--- src/rtl/isr_core.sv ---
// In-service register for an 8-level interrupt controller: ack edge sets ISR bits, AEOI or EOI commands clear them.
// Optional feature: define ISR_SPECIAL_MASK_EN to make non-specific EOI skip specially masked levels.
module isr_core (
    input  logic       clk,
    input  logic       reset_n,
    input  logic       mode,
    input  logic [2:0] modes_of_end_of_interrupt,
    input  logic [7:0] interrupt_special_mask,
    input  logic [7:0] highest_priority_interrupt,
    input  logic       acknowledge,
    input  logic [7:0] end_of_interrupt,
    input  logic [3:0] specific_level_clear,
    output logic [7:0] in_service_register,
    output logic [7:0] last_serviced
);

    logic       ack_q;
    logic       first_edge_q;
    logic       ack_rise;
    logic       ack_fall;
    logic [7:0] eoi_candidates;
    logic [7:0] lowest_candidate;
    logic [7:0] specific_bit;
    logic [7:0] clear_bits;
    logic [7:0] set_bits;

    // The first edge after reset only samples acknowledge, so a level held
    // high across reset deassertion is never mistaken for a new acknowledge.
    assign ack_rise = acknowledge & ~ack_q & ~first_edge_q;
    assign ack_fall = ~acknowledge & ack_q & ~first_edge_q;

`ifdef ISR_SPECIAL_MASK_EN
    assign eoi_candidates = in_service_register & ~interrupt_special_mask;
`else
    logic unused_special_mask;
    assign unused_special_mask = ^interrupt_special_mask;
    assign eoi_candidates      = in_service_register;
`endif

    // Level 0 is highest priority, so the lowest set bit is the one to retire.
    assign lowest_candidate = eoi_candidates & (~eoi_candidates + 8'd1);
    assign specific_bit     = specific_level_clear[3] ? (8'd1 << specific_level_clear[2:0]) : 8'd0;

    always_comb begin
        clear_bits = 8'd0;
        if (mode) begin
            if (ack_fall)
                clear_bits = last_serviced;
        end else if (end_of_interrupt != 8'd0) begin
            case (modes_of_end_of_interrupt)
                3'b000:          clear_bits = end_of_interrupt;
                3'b001, 3'b101:  clear_bits = lowest_candidate;
                3'b011, 3'b111:  clear_bits = specific_bit;
                default:         clear_bits = 8'd0;
            endcase
        end
    end

    assign set_bits = ack_rise ? highest_priority_interrupt : 8'd0;

    always_ff @(posedge clk or negedge reset_n) begin
        if (!reset_n) begin
            ack_q               <= 1'b0;
            first_edge_q        <= 1'b1;
            in_service_register <= 8'd0;
            last_serviced       <= 8'd0;
        end else begin
            ack_q        <= acknowledge;
            first_edge_q <= 1'b0;
            // Clears come from the current register; a same-edge set wins.
            in_service_register <= (in_service_register & ~clear_bits) | set_bits;
            if (ack_rise)
                last_serviced <= highest_priority_interrupt;
        end
    end

endmodule

--- config.mk ---
export PLATFORM = sky130hd
export DESIGN_NAME = isr_core
export DESIGN_NICKNAME = d
export VERILOG_FILES = /design/src/rtl/isr_core.sv
export SDC_FILE = /design/constraint.sdc
export NUM_CORES = 1
export LEC_CHECK = 0
export ABC_CLOCK_PERIOD_IN_PS = 2000
export BUFFER_PORTS_ARGS = -buffer_cell sky130_fd_sc_hd__buf_2
export CAP_MARGIN = 10
export CELL_PAD_IN_SITES_DETAIL_PLACEMENT = 0
export CELL_PAD_IN_SITES_GLOBAL_PLACEMENT = 1
export CORE_AREA = 2 2 59 61
export CTS_CLUSTER_DIAMETER = 150
export DETAILED_ROUTE_END_ITERATION = 10
export DIE_AREA = 0 0 61 63
export HOLD_SLACK_MARGIN = 0.06
export PLACE_DENSITY_LB_ADDON = 0.1
export SYNTH_ARGS = -nofsm -noshare
export SYNTH_HDL_FRONTEND = slang
export SYNTH_SLANG_ARGS = --single-unit
--- constraint.sdc ---
create_clock -name clk -period 2 [get_ports clk]
set_input_delay 0.1 -clock clk [delete_from_list [all_inputs] [get_ports clk]]
set_output_delay 0.1 -clock clk [all_outputs]
set_load 0.01 [all_outputs]
## Yosys cells after proc, flatten, opt, wreduce, memory -nomap -nowiden

Cells that the tools add are included.

- Bits in registers: 18
- Latch bits: 0
- Memory bits (writable): 0
- Bits in read-only memories: 0
- Input port bits: 35
- Output and inout port bits: 16
- Word-level logic and storage cells: 32
- Memories kept: 0

- $add $sub $neg: 1
- Multipliers: 0
- Div/mod/pow operators: 0
- Magnitude comparators: 0
- Equality and inequality tests: 4
- Shifts and indexed selects: 1
- Muxes and demuxes: 6
- Bitwise logic cells: 12
- Reduce and logical (&&, ||, !) cells: 4

Operators with widths:

| kind | count |
|---|---|
| $mux 8 | 5 |
| $pmux 8 s3 | 1 |
| $and 8x8->8 | 2 |
| $not 8->8 | 2 |
| $add 8x1->8 const B | 1 |
| $or 8x8->8 | 1 |
| $reduce_bool 8->1 | 1 |
| $shl 1x3->8 const A | 1 |
| $eq 3x3->1 const B | 2 |
| $and 1x1->1 | 4 |
| $reduce_or 2->1 | 2 |
| $eq 3x1->1 const B | 1 |
| $eq 3x2->1 const B | 1 |
| $logic_not 3->1 | 1 |
| $not 1->1 | 3 |

## Logic depth before layout (Yosys ltp)

Gate-level depths: netlist (run 1).

- Depth in word-level cells: 9
- Gate-level depth with buffers: 5
- Gate-level depth less buffers: 4

## Worst setup path after synthesis (run 1)

No wires, ideal clock.

- Path kind: reg-to-reg
- Start: reg in_service_register[2]
- End: reg in_service_register[7]
- Library setup time: 0.147 ns
- Arrival time: 1.539 ns
- Data required time: 1.853 ns
- Slack: 0.315 ns
- Stages on the path, launching flop included: 5
- Buffers on the path: 0
- Cells stage by stage: dfrtp_1 -> or4_4 -> or3_4 -> o21ai_1 -> a31oi_1

- Cells in the longest elaborated chain, start to end: 9

Ends and longest elaborated chain:

| what | line | source |
|---|---|---|
| start: declaration | 13 | `output logic [7:0] in_service_register,` |
| start signal: assignment | 71 | `in_service_register <= (in_service_register & ~clear_bits) \| set_bits;` |
| $not 8->8 | 41 | `assign lowest_candidate = eoi_candidates & (~eoi_candidates + 8'd1);` |
| $add 8x1->8 | 41 |  |
| $and 8x8->8 | 41 |  |
| $pmux 8 s3 | 50 | `case (modes_of_end_of_interrupt)` |
| $mux 8 | 49 | `end else if (end_of_interrupt != 8'd0) begin` |
| $mux 8 | 46 | `if (mode) begin` |
| $not 8->8 | 71 |  |
| $and 8x8->8 | 71 |  |
| $or 8x8->8 | 71 |  |

No other way between the ends.
A chain may end at the register's enable or synchronous reset.

## Worst setup path after layout (run 1)

- Start: reg in_service_register[2]
- End: reg in_service_register[5]

The elaborated chain is that of the path after synthesis.

==> run summary, run 1 <==
outcome: complete, no violations
num rows: 21
GPL Wtd Cong: 0.7504
clk slew on worst S/H paths: 110 ps
first-pass GRT wire length: 4478 um
Post-Syn Area per Cell: 8.908 um^2
worst hold endpoint: in_service_register[7]
ant diodes: 0
DRT antenna net count: 0
post-CTS sizing: 0
Max Cap Viol: 0
pin count of the biggest net entering global routing: 19
Area Growth Syn to Fin: 43.30%
Yosys cell types: 33
worst path arrival time: 1930 ps
worst hold path type: input port to register
all-layer global routing usage: 15.67%
Net Switching: 0.3347 mW
hold depth: 4
drt first pass iters: 4
commonest non-fill, non-tap cell in the layout: buf_2
fill cell count: 351
most frequent cells in the layout: buf_2 (42), nand2_1 (38), dfrtp_1 (17), dlygate4sd3_1 (10), o21ai_1 (6)
Critical R2R Capture: in_service_register[5]
Worst Skew: 6.692 ps
layout cells sized above 1: 33.33%
Net Count, Synth: 144
maximum VDD drop: 0.0002968 V
Port Buffers: 42
I/O pin cnt: 51
DRC Markers: 0
Clk pwr share: 19.8%
clk sinks: 18
drt via density: 4.794
ys flop type: dfrtp_1
RSZ-0062 raised after global routing: false
Starting Density: 30.04%
Root Buffer: clkbuf_4
vias in the first global route: 968
vias: 1026
RR Startpoint: in_service_register[2]
Die Wd: 61 um
fin crit period: 1732 ps
Post-CTS Setup Bufs: 0
cell-internal power: 0.6592 mW
critical path fanouts, max: 4
Die ar.: 0.003843 mm^2
Final nets: 204
overall die height: 63 um
register-to-register setup slack: 270 ps
Fin. Hold Viols: 0
Power per Cell Area: 714.3 mW/mm^2
crit path cell chain: or4_4 -> or3_4 -> a21boi_1 -> o21ai_1
Routed Wire Length: 2789 um
CTS Buf Count: 3
Post-synth EDFFs: 0
P_leak: 0.6649 nW
power share of the combinational group: 29.7%
hpwl dp: 2168 um
final slew viol count: 0
min-delay src: end_of_interrupt[7]
Sw Share: 33.68%
Synth Register Bits: 18
Core ar.: 0.003232 mm^2
H-tree depth: 1
sequential fraction of the synthesis area: 46.52%
Worst path slowest cell: or4_4
Critical Path Max Stage Delay: 550 ps
Gate Count Post-Synth: 109
CTS max path bufs: 2
Syn. warnings: 0
Total Power: 0.9939 mW
sequential share of power: 50.4%
Max Clk Rate: 577.5 MHz
Final setup viols: 0
total gr overflow: 0
DR WL/cell: 13.03 um
Period Utilization, post-route: 86.58%
startpoint types: register
R2R cell count: 4
initial antenna violation count: 0
DRT iter0 DRCs: 72
async set or reset register ratio after synthesis: 100.0%
Setup crit end kind: register
setup TNS: 0 ps
CTS tree: done
synthesized area: 970.9 um^2
Worst Path Required: 2200 ps
Crit Path Class: register to register
clk_lat worst skew: 300 ps
sequential cells by signal, summed over array words and instances (netlist names):
| signal | cells |
|---|---|
| first_edge_q | 1 |
| ack_q | 1 |
| last_serviced | 8 |
| in_service_register | 8 |
power by group through the flow:
stage / Clock (mW) / Sequential [mW] / Combinational, mW
after floorplan: 0 / 0.533 / 0.110
after global placement: 0 / 0.505 / 0.283
after detailed placement: 0 / 0.510 / 0.285
after CTS: 0.204 / 0.503 / 0.301
after global routing: 0.225 / 0.515 / 0.332
final: 0.197 / 0.501 / 0.296
critical path, delay by kind of cell, from the launching register on:
kind | cells | cell delay, ps
and+or+nand+nor | 2 | 940
DFF | 1 | 430
AOI/OAI and AO/OA | 2 | 260
logic make-up (layout without fill, tap and decap cells):
family,after synthesis,after routing,synth area share [%]
and+or+nand+nor,59,59,30.16
AOI/OAI and AO/OA,26,26,20.62
DFF,18,18,46.52
buffers and inverters,5,64,2.319
other,1,1,0.3862
cell type report:
cell class                      count  area (um^2)  area share, %
Inverter                            3        11.26         0.8094
Tap cell                           46        57.56          4.137
Timing Repair Buffer               57        347.8          25.00
Multi-Input combinational cell     86        496.7          35.70
Clock buffer                        4        26.28          1.888
Sequential cell                    18        451.7          32.46
stage by stage:
stage	utilization [%]	cells	setup WS, ps	hold WS (ps)	instance area [um^2]
floorplan	-	109	314.8	-195.6	970.9
global placement	39.14	200	307.0	59.33	1265
detailed placement	39.14	200	258.4	68.80	1265
CTS	43.05	214	252.3	125.5	1391
global route	43.05	214	159.6	144.9	1391
finish	43.05	214	268.5	129.6	1391
synthesized netlist by cell type (2+ instances only):
library cell	n	area, um^2
a32o_1	2	20.02
nor2_1	3	11.26
o31a_1	2	17.52
nor4b_1	2	17.52
nor4_1	2	12.51
a32oi_1	3	26.28
nor3_1	5	25.02
o21ai_1	6	30.03
a21boi_1	3	22.52
inv_1	3	11.26
dfrtp_1	17	425.4
a31oi_1	3	18.77
nand2_1	38	142.6
what timing repair did:
action / in CTS / in global routing
setup endpoints to repair: 0 / 0
hold buffers: 10 / 0
endpoints found under the hold margin: 31 / 0
metal layers:
layer  track usage [%]  up-vias  share of wire, %
li1                  -      514                 -
met1             24.06      480                50
met2             22.18       30                43
met3             1.863        2               6.2
met4             5.707        0              0.82
met5                 0        -                 0
how the worst max path moves through the flow:
stage / slack [ps] / from / depth (start not counted) / endpoint
floorplan: 310 / in_service_register[2] / 4 / in_service_register[7]
global placement: 310 / in_service_register[2] / 4 / in_service_register[7]
detailed placement: 260 / in_service_register[2] / 4 / in_service_register[5]
CTS: 250 / in_service_register[2] / 4 / in_service_register[5]
global route: 160 / in_service_register[2] / 4 / in_service_register[5]
finish: 270 / in_service_register[2] / 4 / in_service_register[5]
(Power assumes the default switching activity.)
==> inputs of run 2 (changes only) <==
- ABC_CLOCK_PERIOD_IN_PS: 2000 -> 1450
- CORE_AREA: 2 2 59 61 -> 2 2 62 64
- DIE_AREA: 0 0 61 63 -> 0 0 64 66
- clock period: 2 -> 1.45 ns (I/O delays scaled with it)
==> run summary, run 2 (synthesized netlist as in run 1, its figures left out) <==
outcome: complete, but fails checks
failing checks: setup timing
R2R cell count: 5
Critical R2R Capture: in_service_register[4]
clk slew on worst S/H paths: 110 ps
vias: 1060
Largest regs: in_service_register (8), last_serviced (8)
Worst Path Required: 1640 ps
H-tree depth: 1
critical path depth in cells: 5
hpwl dp: 2288 um
post-route cell area: 0.001486 mm^2
hold depth: 4
Worst path slowest cell: or4_4
first-pass GRT wire length: 4968 um
Die ar.: 0.004224 mm^2
Max Clk Rate: 604.5 MHz
Setup crit end: in_service_register[4]
Slew headroom: 67.01%
CTS max path bufs: 2
post-placement cell count: 206
pin count of the biggest net entering global routing: 19
WL met3: 194 um
worst path arrival time: 1850 ps
Worst Tran Pin Value: 491.1 ps
Top Metal Used: met4
Final setup viols: 4
Core ar.: 0.003551 mm^2
total gr overflow: 0
critical path's top delay family: simple AND/OR/NAND/NOR gates
DRT iter0 DRCs: 26
P_leak: 0.7134 nW
fin crit period: 1654 ps
DRT antenna net count: 0
critical path fanouts, max: 2
Fin. Hold Viols: 0
RSZ-0062 raised after global routing: true
Final nets: 212
ant diodes: 0
clk sinks: 18
layout cells sized above 1: 38.07%
final core utilization: 41.86%
overall die height: 66 um
crit path cell chain: or4_4 -> buf_4 -> o2bb2ai_4 -> o21ai_2 -> a32o_1
Power per Cell Area: 977.1 mW/mm^2
Routed Wire Length: 3037 um
Setup crit end kind: register
Worst Skew: 7.076 ps
num rows: 22
Total Power: 1.452 mW
Port Buffers: 42
Crit Path Class: register to register
clk_lat worst skew: 290 ps
maximum VDD drop: 0.0003627 V
Fin Hold WS: 114.8 ps
all-layer global routing usage: 15.26%
GPL Wtd Cong: 0.8531
setup TNS: -719.4 ps
Root Buffer: clkbuf_4
Worst Setup SP: in_service_register[3]
Die Wd: 64 um
CTS tree: done
RR Startpoint: in_service_register[3]
Placement Cell Area: 0.001297 mm^2
commonest non-fill, non-tap cell in the layout: buf_2
drt first pass iters: 4
initial antenna violation count: 0
Period Utilization, post-route: 114.1%
met2 wire length: 1328 um
startpoint types: register
most frequent cells in the layout: buf_2 (42), nand2_1 (38), dfrtp_1 (17), buf_4 (13), dlygate4sd3_1 (10)
final cell count without fillers: 224
Critical Path Max Stage Delay: 540 ps
Starting Density: 27.34%
I/O pin cnt: 51
final slew viol count: 0
register-to-register setup slack: -200 ps
M1 WL: 1491 um
Area Growth Syn to Fin: 53.09%
DRC Markers: 0
CP Buf/Inv Count: 1
vias in the first global route: 1023
CTS Buf Count: 3
pre-CTS setup slack: -189.2 ps
Max Cap Viol: 0
DR WL/cell: 13.56 um
setup slack after layout: -204.4 ps
drt via density: 4.732
worst hold path type: input port to register
run 2: cell count changes in the layout (fill, tap and decap cells not counted), sizes merged:
cell  change
buf       +8
run 2: cell type report:
cell class | count | area, um^2
inverter | 3 | 11.26
timing repair buffer | 65 | 407.9
multi-input combinational | 86 | 529.3
fill | 376 | 2064
tap | 48 | 60.06
clock buffer | 4 | 26.28
sequential | 18 | 451.7
run 2: power breakdown:
group / leakage, nW / internal (mW) / switching, mW
Clock: 0.0150 / 0.107 / 0.159
Sequential: 0.215 / 0.603 / 0.0752
Combinational: 0.483 / 0.260 / 0.248
run 2: worst min-delay path, cell delays in order:
cell and delay (ps):
buf_2 100, a32oi_1 60, o21ai_1 70, a31oi_1 70
run 2: worst min-delay path by stage:
stage,start,to,slack [ps]
6_report,end_of_interrupt[7],in_service_register[7],110
5_1_grt,end_of_interrupt[7],in_service_register[7],110
4_1_cts,end_of_interrupt[6],in_service_register[6],100
3_5_place_dp,reset_n,last_serviced[0],40
3_3_place_gp,reset_n,last_serviced[0],40
2_1_floorplan,reset_n,ack_q,-220
run 2: routing by layer:
| layer | vias up | track usage (%) |
|---|---|---|
| met3 | 2 | 3.066 |
| met5 | - | 0 |
| met4 | 0 | 6.522 |
| met1 | 494 | 20.87 |
| li1 | 532 | - |
| met2 | 32 | 23.31 |
run 2: timing repair:
item | in CTS | in global routing
hold buffers | 10 | 0
hold endpoints to repair | 33 | 0
pin swaps | 2 | 3
resized for setup | 2 | 3
buffers inserted | 0 | 4
endpoints found under the setup margin | 5 | 5
==> inputs of run 3 (changes only) <==
- SETUP_SLACK_MARGIN: default -> 0.3
==> run summary, run 3 (synthesized netlist as in run 1, its figures left out) <==
failing checks: setup timing
GPL Wtd Cong: 0.8019
Largest regs: in_service_register (8), last_serviced (8)
Power per Cell Area: 942.0 mW/mm^2
all-layer global routing usage: 15.91%
Fin Hold WS: 111.3 ps
startpoint types: register
critical path fanouts, max: 3
total gr overflow: 0
post-placement cell count: 209
DR WL/cell: 13.54 um
I/O pin cnt: 51
final core utilization: 45.91%
P_leak: 0.7944 nW
fin crit period: 1613 ps
DRC Markers: 0
vias in the first global route: 1040
overall die height: 66 um
hpwl dp: 2376 um
Core ar.: 0.003551 mm^2
worst hold path type: input port to register
Area Growth Syn to Fin: 67.91%
num rows: 22
Period Utilization, post-route: 111.3%
H-tree depth: 1
post-route cell area: 0.001630 mm^2
final cell count without fillers: 229
Die Wd: 64 um
setup slack after layout: -163.2 ps
clk slew on worst S/H paths: 110 ps
outcome: complete, but fails checks
Worst Setup SP: in_service_register[3]
Root Buffer: clkbuf_4
drt via density: 4.786
CTS tree: done
initial antenna violation count: 0
pre-CTS setup slack: -161.9 ps
Crit Path Class: register to register
most frequent cells in the layout: buf_2 (42), nand2_1 (24), dfrtp_1 (17), nand2_2 (11), buf_4 (11)
Fin. Hold Viols: 0
pin count of the biggest net entering global routing: 19
RSZ-0062 raised after global routing: true
Max Cap Viol: 0
DRT antenna net count: 0
DRT iter0 DRCs: 34
Setup crit end kind: register
Max Clk Rate: 619.9 MHz
Starting Density: 27.34%
setup TNS: -551.4 ps
commonest non-fill, non-tap cell in the layout: buf_2
vias: 1096
clk_lat worst skew: 290 ps
Port Buffers: 42
CTS max path bufs: 2
clk sinks: 18
Placement Cell Area: 0.001334 mm^2
final slew viol count: 0
Final setup viols: 4
first-pass GRT wire length: 5126 um
Worst Path Required: 1630 ps
layout cells sized above 1: 50.28%
Routed Wire Length: 3100 um
Total Power: 1.536 mW
worst path arrival time: 1800 ps
min-delay src: end_of_interrupt[7]
Worst Skew: 5.318 ps
Final nets: 217
maximum VDD drop: 0.0003092 V
CTS Buf Count: 3
drt first pass iters: 2
ant diodes: 0
RR Startpoint: in_service_register[3]
Die ar.: 0.004224 mm^2
run 3: cell types whose count changed in the layout (fill, tap and decap cells not counted), moves of 2 or more:
cell     delta
buf_4       -2
buf_6       +7
nand2_2    +11
nand2_1    -14
nand2_4     +3
o21ai_2     +2
o21ai_1     -2
run 3: critical path: stages (launching register included):
cell	delay, ps
dfrtp_1	390
or4_4	540
or3_4	360
o21ai_2	140
a31oi_1	90
run 3: worst paths after layout:
path | slack, ps | end | depth (start not counted)
hold reg to reg | 510 | last_serviced[5] | 2
hold / removal | 110 | in_service_register[7] | 4
max in group asynchronous | 890 | first_edge_q | 2
setup / recovery | -160 | in_service_register[6] | 4
setup reg to reg | -160 | in_service_register[6] | 4
min in group asynchronous | 230 | last_serviced[7] | 2
run 3: final cells by class:
| class | count | area [um^2] |
|---|---|---|
| clock buffer | 4 | 36.28 |
| fill | 354 | 1921 |
| inverter | 3 | 11.26 |
| multi-input combinational | 86 | 599.3 |
| sequential | 18 | 451.7 |
| tap | 48 | 60.06 |
| timing repair buffer | 70 | 471.7 |
run 3: routing by layer:
layer	routed length, um	global-route usage [%]	vias up
met4	38	5.707	0
met2	1441	25.13	28
met1	1505	22.41	522
met3	116	1.704	4
li1	-	-	542
met5	0	0	-
run 3: where the power goes:
part / switching (mW) / internal, mW
clock network: 0.158 / 0.153
registers: 0.0832 / 0.603
logic: 0.267 / 0.272
total: 0.508 / 1.03
run 3: repair_timing:
action	in CTS	in global routing
pin swaps	8	8
hold buffers	10	0
hold endpoints to repair	33	0
setup endpoints to repair	11	16
setup buffers	4	2
resized for setup	9	24
